File: src/rtl/inst_fetch_pkg.sv
`default_nettype none
// inst_fetch_pkg: shared widths, reset PC and fetch FSM encoding for the fetch unit.
// Rev 1.0
package inst_fetch_pkg;

   localparam int          IF_ADDR_WIDTH = 32;
   localparam int          IF_INST_WIDTH = 32;
   localparam logic [31:0] IF_RESET_PC   = 32'h1C00_0000;

   typedef enum logic [1:0] {
      S_REQ  = 2'd0,
      S_WAIT = 2'd1,
      S_HOLD = 2'd2
   } fetch_state_e;

endpackage
`default_nettype wire

File: src/rtl/if_buffer.sv
`default_nettype none
// if_buffer: single-entry fetch output register with valid/ready handshake and flush.
// Rev 1.0
module if_buffer
   import inst_fetch_pkg::*;
#(
   parameter int ADDR_WIDTH = IF_ADDR_WIDTH,
   parameter int INST_WIDTH = IF_INST_WIDTH
) (
   input  logic                  clk,
   input  logic                  rst_n,
   input  logic                  flush_i,
   input  logic                  load_i,
   input  logic [INST_WIDTH-1:0] load_inst_i,
   input  logic [ADDR_WIDTH-1:0] load_pc_i,
   input  logic                  ready_i,
   output logic                  valid_o,
   output logic [INST_WIDTH-1:0] inst_o,
   output logic [ADDR_WIDTH-1:0] pc_o
);

   logic                  valid_q, valid_d;
   logic [INST_WIDTH-1:0] inst_q, inst_d;
   logic [ADDR_WIDTH-1:0] pc_q, pc_d;

   // Load wins over a same-cycle drain so the entry is refilled back-to-back.
   always_comb begin
      valid_d = valid_q;
      inst_d  = inst_q;
      pc_d    = pc_q;
      if (flush_i) begin
         valid_d = 1'b0;
      end else if (load_i) begin
         valid_d = 1'b1;
         inst_d  = load_inst_i;
         pc_d    = load_pc_i;
      end else if (valid_q && ready_i) begin
         valid_d = 1'b0;
      end
   end

   always_ff @(posedge clk or negedge rst_n) begin
      if (!rst_n) begin
         valid_q <= 1'b0;
         inst_q  <= '0;
         pc_q    <= '0;
      end else begin
         valid_q <= valid_d;
         inst_q  <= inst_d;
         pc_q    <= pc_d;
      end
   end

   assign valid_o = valid_q;
   assign inst_o  = inst_q;
   assign pc_o    = pc_q;

endmodule
`default_nettype wire

File: src/rtl/inst_fetch.sv
`default_nettype none
// inst_fetch: single-outstanding instruction fetch with branch/jump redirect and drop.
// Rev 1.0
module inst_fetch
   import inst_fetch_pkg::*;
#(
   parameter int                    ADDR_WIDTH = IF_ADDR_WIDTH,
   parameter int                    INST_WIDTH = IF_INST_WIDTH,
   parameter logic [ADDR_WIDTH-1:0] RESET_PC   = ADDR_WIDTH'(IF_RESET_PC)
) (
   input  logic                  clk,
   input  logic                  rst_n,
   output logic                  imem_req_o,
   output logic [ADDR_WIDTH-1:0] imem_addr_o,
   input  logic                  imem_gnt_i,
   input  logic                  imem_rvalid_i,
   input  logic [INST_WIDTH-1:0] imem_rdata_i,
   output logic                  if_valid_o,
   output logic [INST_WIDTH-1:0] if_inst_o,
   output logic [ADDR_WIDTH-1:0] if_pc_o,
   input  logic                  id_ready_i,
   input  logic                  branch_en_i,
   input  logic                  jump_en_i,
   input  logic [ADDR_WIDTH-1:0] branch_addr_i,
   input  logic [ADDR_WIDTH-1:0] jump_addr_i
);

   fetch_state_e          state_q, state_d;
   logic [ADDR_WIDTH-1:0] pc_q, pc_d;
   logic                  drop_q, drop_d;
   logic [INST_WIDTH-1:0] hold_inst_q, hold_inst_d;
   logic [ADDR_WIDTH-1:0] hold_pc_q, hold_pc_d;

   logic                  redirect;
   logic                  drained;
   logic [ADDR_WIDTH-1:0] target;
   logic                  buf_load;
   logic [INST_WIDTH-1:0] buf_inst;
   logic [ADDR_WIDTH-1:0] buf_pc;

   assign redirect = if_valid_o && (branch_en_i || jump_en_i);
   assign target   = branch_en_i ? branch_addr_i : jump_addr_i;
   assign drained  = !if_valid_o || id_ready_i;

   always_comb begin
      state_d     = state_q;
      pc_d        = pc_q;
      drop_d      = drop_q;
      hold_inst_d = hold_inst_q;
      hold_pc_d   = hold_pc_q;
      buf_load    = 1'b0;
      buf_inst    = imem_rdata_i;
      buf_pc      = pc_q;
      case (state_q)
         S_REQ: begin
            if (redirect) begin
               pc_d = target;
               // The granted address is the pre-redirect pc, so its data must be thrown away.
               if (imem_gnt_i) begin
                  drop_d  = 1'b1;
                  state_d = S_WAIT;
               end
            end else if (imem_gnt_i) begin
               state_d = S_WAIT;
            end
         end
         S_WAIT: begin
            if (redirect) begin
               pc_d = target;
               if (imem_rvalid_i) begin
                  drop_d  = 1'b0;
                  state_d = S_REQ;
               end else begin
                  drop_d  = 1'b1;
               end
            end else if (imem_rvalid_i) begin
               if (drop_q) begin
                  drop_d  = 1'b0;
                  state_d = S_REQ;
               end else begin
                  pc_d = pc_q + ADDR_WIDTH'(4);
                  if (drained) begin
                     buf_load = 1'b1;
                     state_d  = S_REQ;
                  end else begin
                     // Output still occupied: park the response until decode takes the old one.
                     hold_inst_d = imem_rdata_i;
                     hold_pc_d   = pc_q;
                     state_d     = S_HOLD;
                  end
               end
            end
         end
         S_HOLD: begin
            if (redirect) begin
               pc_d    = target;
               state_d = S_REQ;
            end else if (id_ready_i) begin
               buf_load = 1'b1;
               buf_inst = hold_inst_q;
               buf_pc   = hold_pc_q;
               state_d  = S_REQ;
            end
         end
         default: begin
            state_d = S_REQ;
         end
      endcase
   end

   always_ff @(posedge clk or negedge rst_n) begin
      if (!rst_n) begin
         state_q     <= S_REQ;
         pc_q        <= RESET_PC;
         drop_q      <= 1'b0;
         hold_inst_q <= '0;
         hold_pc_q   <= '0;
      end else begin
         state_q     <= state_d;
         pc_q        <= pc_d;
         drop_q      <= drop_d;
         hold_inst_q <= hold_inst_d;
         hold_pc_q   <= hold_pc_d;
      end
   end

   // Gated by rst_n so the request vanishes the moment reset asserts.
   assign imem_req_o  = rst_n && (state_q == S_REQ);
   assign imem_addr_o = pc_q;

   if_buffer #(
      .ADDR_WIDTH (ADDR_WIDTH),
      .INST_WIDTH (INST_WIDTH)
   ) u_if_buffer (
      .clk         (clk),
      .rst_n       (rst_n),
      .flush_i     (redirect),
      .load_i      (buf_load),
      .load_inst_i (buf_inst),
      .load_pc_i   (buf_pc),
      .ready_i     (id_ready_i),
      .valid_o     (if_valid_o),
      .inst_o      (if_inst_o),
      .pc_o        (if_pc_o)
   );

endmodule
`default_nettype wire

File: config.mk
export PLATFORM = sky130hd
export DESIGN_NAME = inst_fetch
export DESIGN_NICKNAME = d
export VERILOG_FILES = /design/src/rtl/inst_fetch_pkg.sv /design/src/rtl/if_buffer.sv /design/src/rtl/inst_fetch.sv
export SDC_FILE = /design/constraint.sdc
export NUM_CORES = 1
export LEC_CHECK = 0
export ABC_AREA = 0
export CORE_ASPECT_RATIO = 1.25
export CORE_MARGIN = 1.5
export CORE_UTILIZATION = 40
export DETAILED_ROUTE_END_ITERATION = 10
export PLACE_DENSITY = 0.76
export SLEW_MARGIN = 15
export SYNTH_ARGS = -nofsm -noshare
export SYNTH_HDL_FRONTEND = slang
export SYNTH_HIERARCHICAL = 1
export SYNTH_SLANG_ARGS = --single-unit
File: constraint.sdc
create_clock -name clk -period 2.5 [get_ports clk]
set_input_delay 0.375 -clock clk [delete_from_list [all_inputs] [get_ports clk]]
set_output_delay 0.375 -clock clk [all_outputs]
set_load 0.05 [all_outputs]
==> results.toml <==
[status]
status = "finished clean"

[placement]
place_area_um2 = 11300
gp_congestion = 0.868
dpl.cell_count = 1149
io_buffers = 200
dpl.hpwl_um = 16300

[synth]
syn_inst = 666
yosysTopAreaCell = "dfrtp_1"
yosysWarningCount = 6
synth_top_area_share = 0.458
yosysUniqueCellTypes = 66
syn_nets = 774
postSynth.asyncResetShare = 1.00
seq_area_frac_synth = 0.467
synth_area_leaders = "dfrtp_1 46%, mux2_4 16%, mux2_2 13%, a21oi_1 1.8%, mux2i_1 1.7%"
synth_flop_cell = "dfrtp_1"
ys_ff_latch = 164
synth_area_per_cell_um2 = 13.2
netlist_area_um2 = 8800
synth_edf_count = 0

[routing]
drt-total-wl_um = 22300
dr.pass1.iters = 5
wl_per_cell_um = 18.8
via_per_inst = 5.34
drt-initial-drc-count = 389
vias = 6315
drc = 0
ant_nets = 0

[global_routing]
grt_max_degree = 86
grt_pass1_wl_um = 35900
grt_pass1_vias = 6535
grt_overflow_total = 0
track_usage = 0.201
antenna_found_initial = 0

[cts]
cts_root_buffer = "clkbuf_16"
cts_buffers = 17
htree_levels = 4
clk_latency_ps = 420
cts_buffer_depth = 2
cts_setup_buffers = 0
cts_tree = "yes"
clkSlewWorstSetupHoldPaths_ps = 70
clkSinkCount = 164

[final_layout]
synthToLayoutAreaGrowth_pct = 35.4
drive_gt1_frac = 0.340
diodes = 0
instances_no_fill = 1182
nNetsFinal = 998
finalInstanceArea_um2 = 11900
final.fill_count = 1789

[critical_path]
critPathLaunchType = "flip-flop"
end_kind = "primary output"
worstPathCellList = "clkdlybuf4s50_1"
cp_num_buf_inv = 1
crit_start = "imem_addr_o[12]$_DFFE_PN0P_"
slowest_delay_ps = 920
cp_max_fo = 8
critPathKind = "flip-flop to primary output"
crit_path_end = "imem_addr_o[12]"
regToRegSetupSlack_ps = 230
critical_path_arrival_ps = 1900
worstSetupPathDepth = 1
r2r-end = "u_if_buffer/inst_o[29]$_DFFE_PN0P_"
slowest_stage = "clkdlybuf4s50_1"
crit_family = "buffers and inverters"
cp.required_ps = 2120
worstRegToRegCells = 9
reg2reg_from = "state_q[0]$_DFFE_PN0P_"

[floorplanning]
dieWidth_um = 136
rows = 60
dieArea_um2 = 22900
ios = 201
start_util = 0.408
fp.dieH_um = 169
coreArea_um2 = 21500

[sta]
slew_headroom = 0.597
fmax_mhz = 440
min_period_over_period = 0.910
hold_viol = 0
rsz0062_at_grt = "false"
fin_skew_ps = 9.39
setup_violations = 0
worst-slew-pin-transition_ps = 604
maxSlewViolCount = 0
period_needed_ps = 2270

[min_path]
hold_depth = 4
hold_path.class = "input port to flip-flop"

[pwr]
vdd_drop_max_uv = 767
leakage_nw = 5.21
power.density_nw_per_um2 = 1390

[flow_run]
cap_violations = 0
cell families after synthesis:
kind of cell,after synthesis,share of synthesized area
AO/OA/AOI/OAI,118,0.0952
flip-flops,164,0.467
multiplexers,211,0.309
adder cells (fa/ha/maj),5,0.00711
buffers and inverters,52,0.0448
AND/OR/NAND/NOR,116,0.0771
cells in the final DEF (no fill, tap or decap), types with 3 or more instances in the layout:
master and instances:
a21oi_1 31, a211oi_1 15, nor2_1 15, buf_4 34, o211ai_1 4, nand4_1 7, clkbuf_16 17, a311oi_1 7
buf_12 14, o22ai_1 5, o21ai_1 3, dfstp_2 3, nand2b_1 4, o21ai_0 16, mux2i_1 15, nor3_1 8
dfrtp_1 161, mux2_2 100, inv_1 8, nand2_1 24, inv_6 5, or3_1 3, and3_1 5, o21a_1 4
clkinv_4 5, a31oi_1 3, nor4_1 6, clkdlybuf4s50_1 197, ha_1 5, o31ai_1 3, mux2_4 96, o211ai_2 3
and2_1 4, o22a_1 6, nand3_1 6, nor2b_1 12
Yosys cell counts (8+ instances only):
cell type	instances
buf_2	17
nor2_1	15
a21oi_1	31
nor3_1	9
nor2b_1	12
dfrtp_1	161
mux2_4	96
nand2_1	25
a211oi_1	15
inv_1	8
mux2i_1	15
o21ai_0	16
mux2_2	100
metrics by stage:
| step | power [mW] | util | hold WS (ps) | TNS, ps | setup slack [ps] |
|---|---|---|---|---|---|
| after floorplan | 11.0 | - | 79.4 | 0 | 413 |
| after detailed placement | 14.1 | 0.526 | 296 | -19.5 | -10.5 |
| after global routing | 17.3 | 0.553 | 409 | 0 | 78.9 |
| after CTS | 16.6 | 0.552 | 370 | 0 | 226 |
| final | 16.5 | 0.553 | 390 | 0 | 225 |
| after global placement | 13.9 | 0.526 | 295 | -89.5 | -16.2 |
power by group:
part           switching (mW)  internal (mW)
logic                    5.13           3.99
registers                1.04           3.86
clock network            1.14           1.33
worst min path at each step:
stage | end | from
after CTS | u_if_buffer/valid_o$_DFFE_PN0P_ | branch_en_i
after floorplan | drop_q$_DFFE_PN0P_ | rst_n
final | u_if_buffer/valid_o$_DFFE_PN0P_ | branch_en_i
after global placement | hold_pc_q[0]$_DFFE_PN0P_ | rst_n
after detailed placement | hold_pc_q[0]$_DFFE_PN0P_ | rst_n
after global routing | u_if_buffer/valid_o$_DFFE_PN0P_ | branch_en_i
registers in the layout, summed over array words and instances, names as in the netlist:
signal               count
imem_addr_o             32
u_if_buffer/inst_o      32
state_q                  2
u_if_buffer/valid_o      1
hold_inst_q             32
u_if_buffer/pc_o        32
hold_pc_q               32
drop_q                   1
routing by layer:
metal / global-route usage / share of wire / vias to the layer above
li1: - / - / 2934
met1: 0.257 / 0.43 / 3113
met2: 0.332 / 0.49 / 238
met3: 0.0515 / 0.063 / 30
met4: 0.0640 / 0.021 / 0
met5: 0 / 0 / -
cell type report:
class | instances | area [um^2] | share of cell area
multi-input combinational | 450 | 4330 | 0.363
clock buffer | 18 | 439 | 0.0369
sequential | 164 | 4110 | 0.345
timing repair buffer | 248 | 2530 | 0.213
clock inverter | 14 | 119 | 0.00998
inverter | 9 | 33.8 | 0.00284
tap | 279 | 349 | 0.0293
worst register-to-register path, cell delays in order (launching register included):
cell and delay [ps]:
dfrtp_1 420, inv_1 100, ha_1 360, o21ai_0 150
o31ai_1 80, and3_1 210, nor2b_4 180, buf_4 190
buf_12 130, mux2_2 330
timing repair:
item	CTS	global route
gates resized for setup	0	1
hold endpoints to repair	33	0
setup endpoints to repair	0	1
hold buffers	1	0
Note: power is estimated with default switching activity, not from simulation.
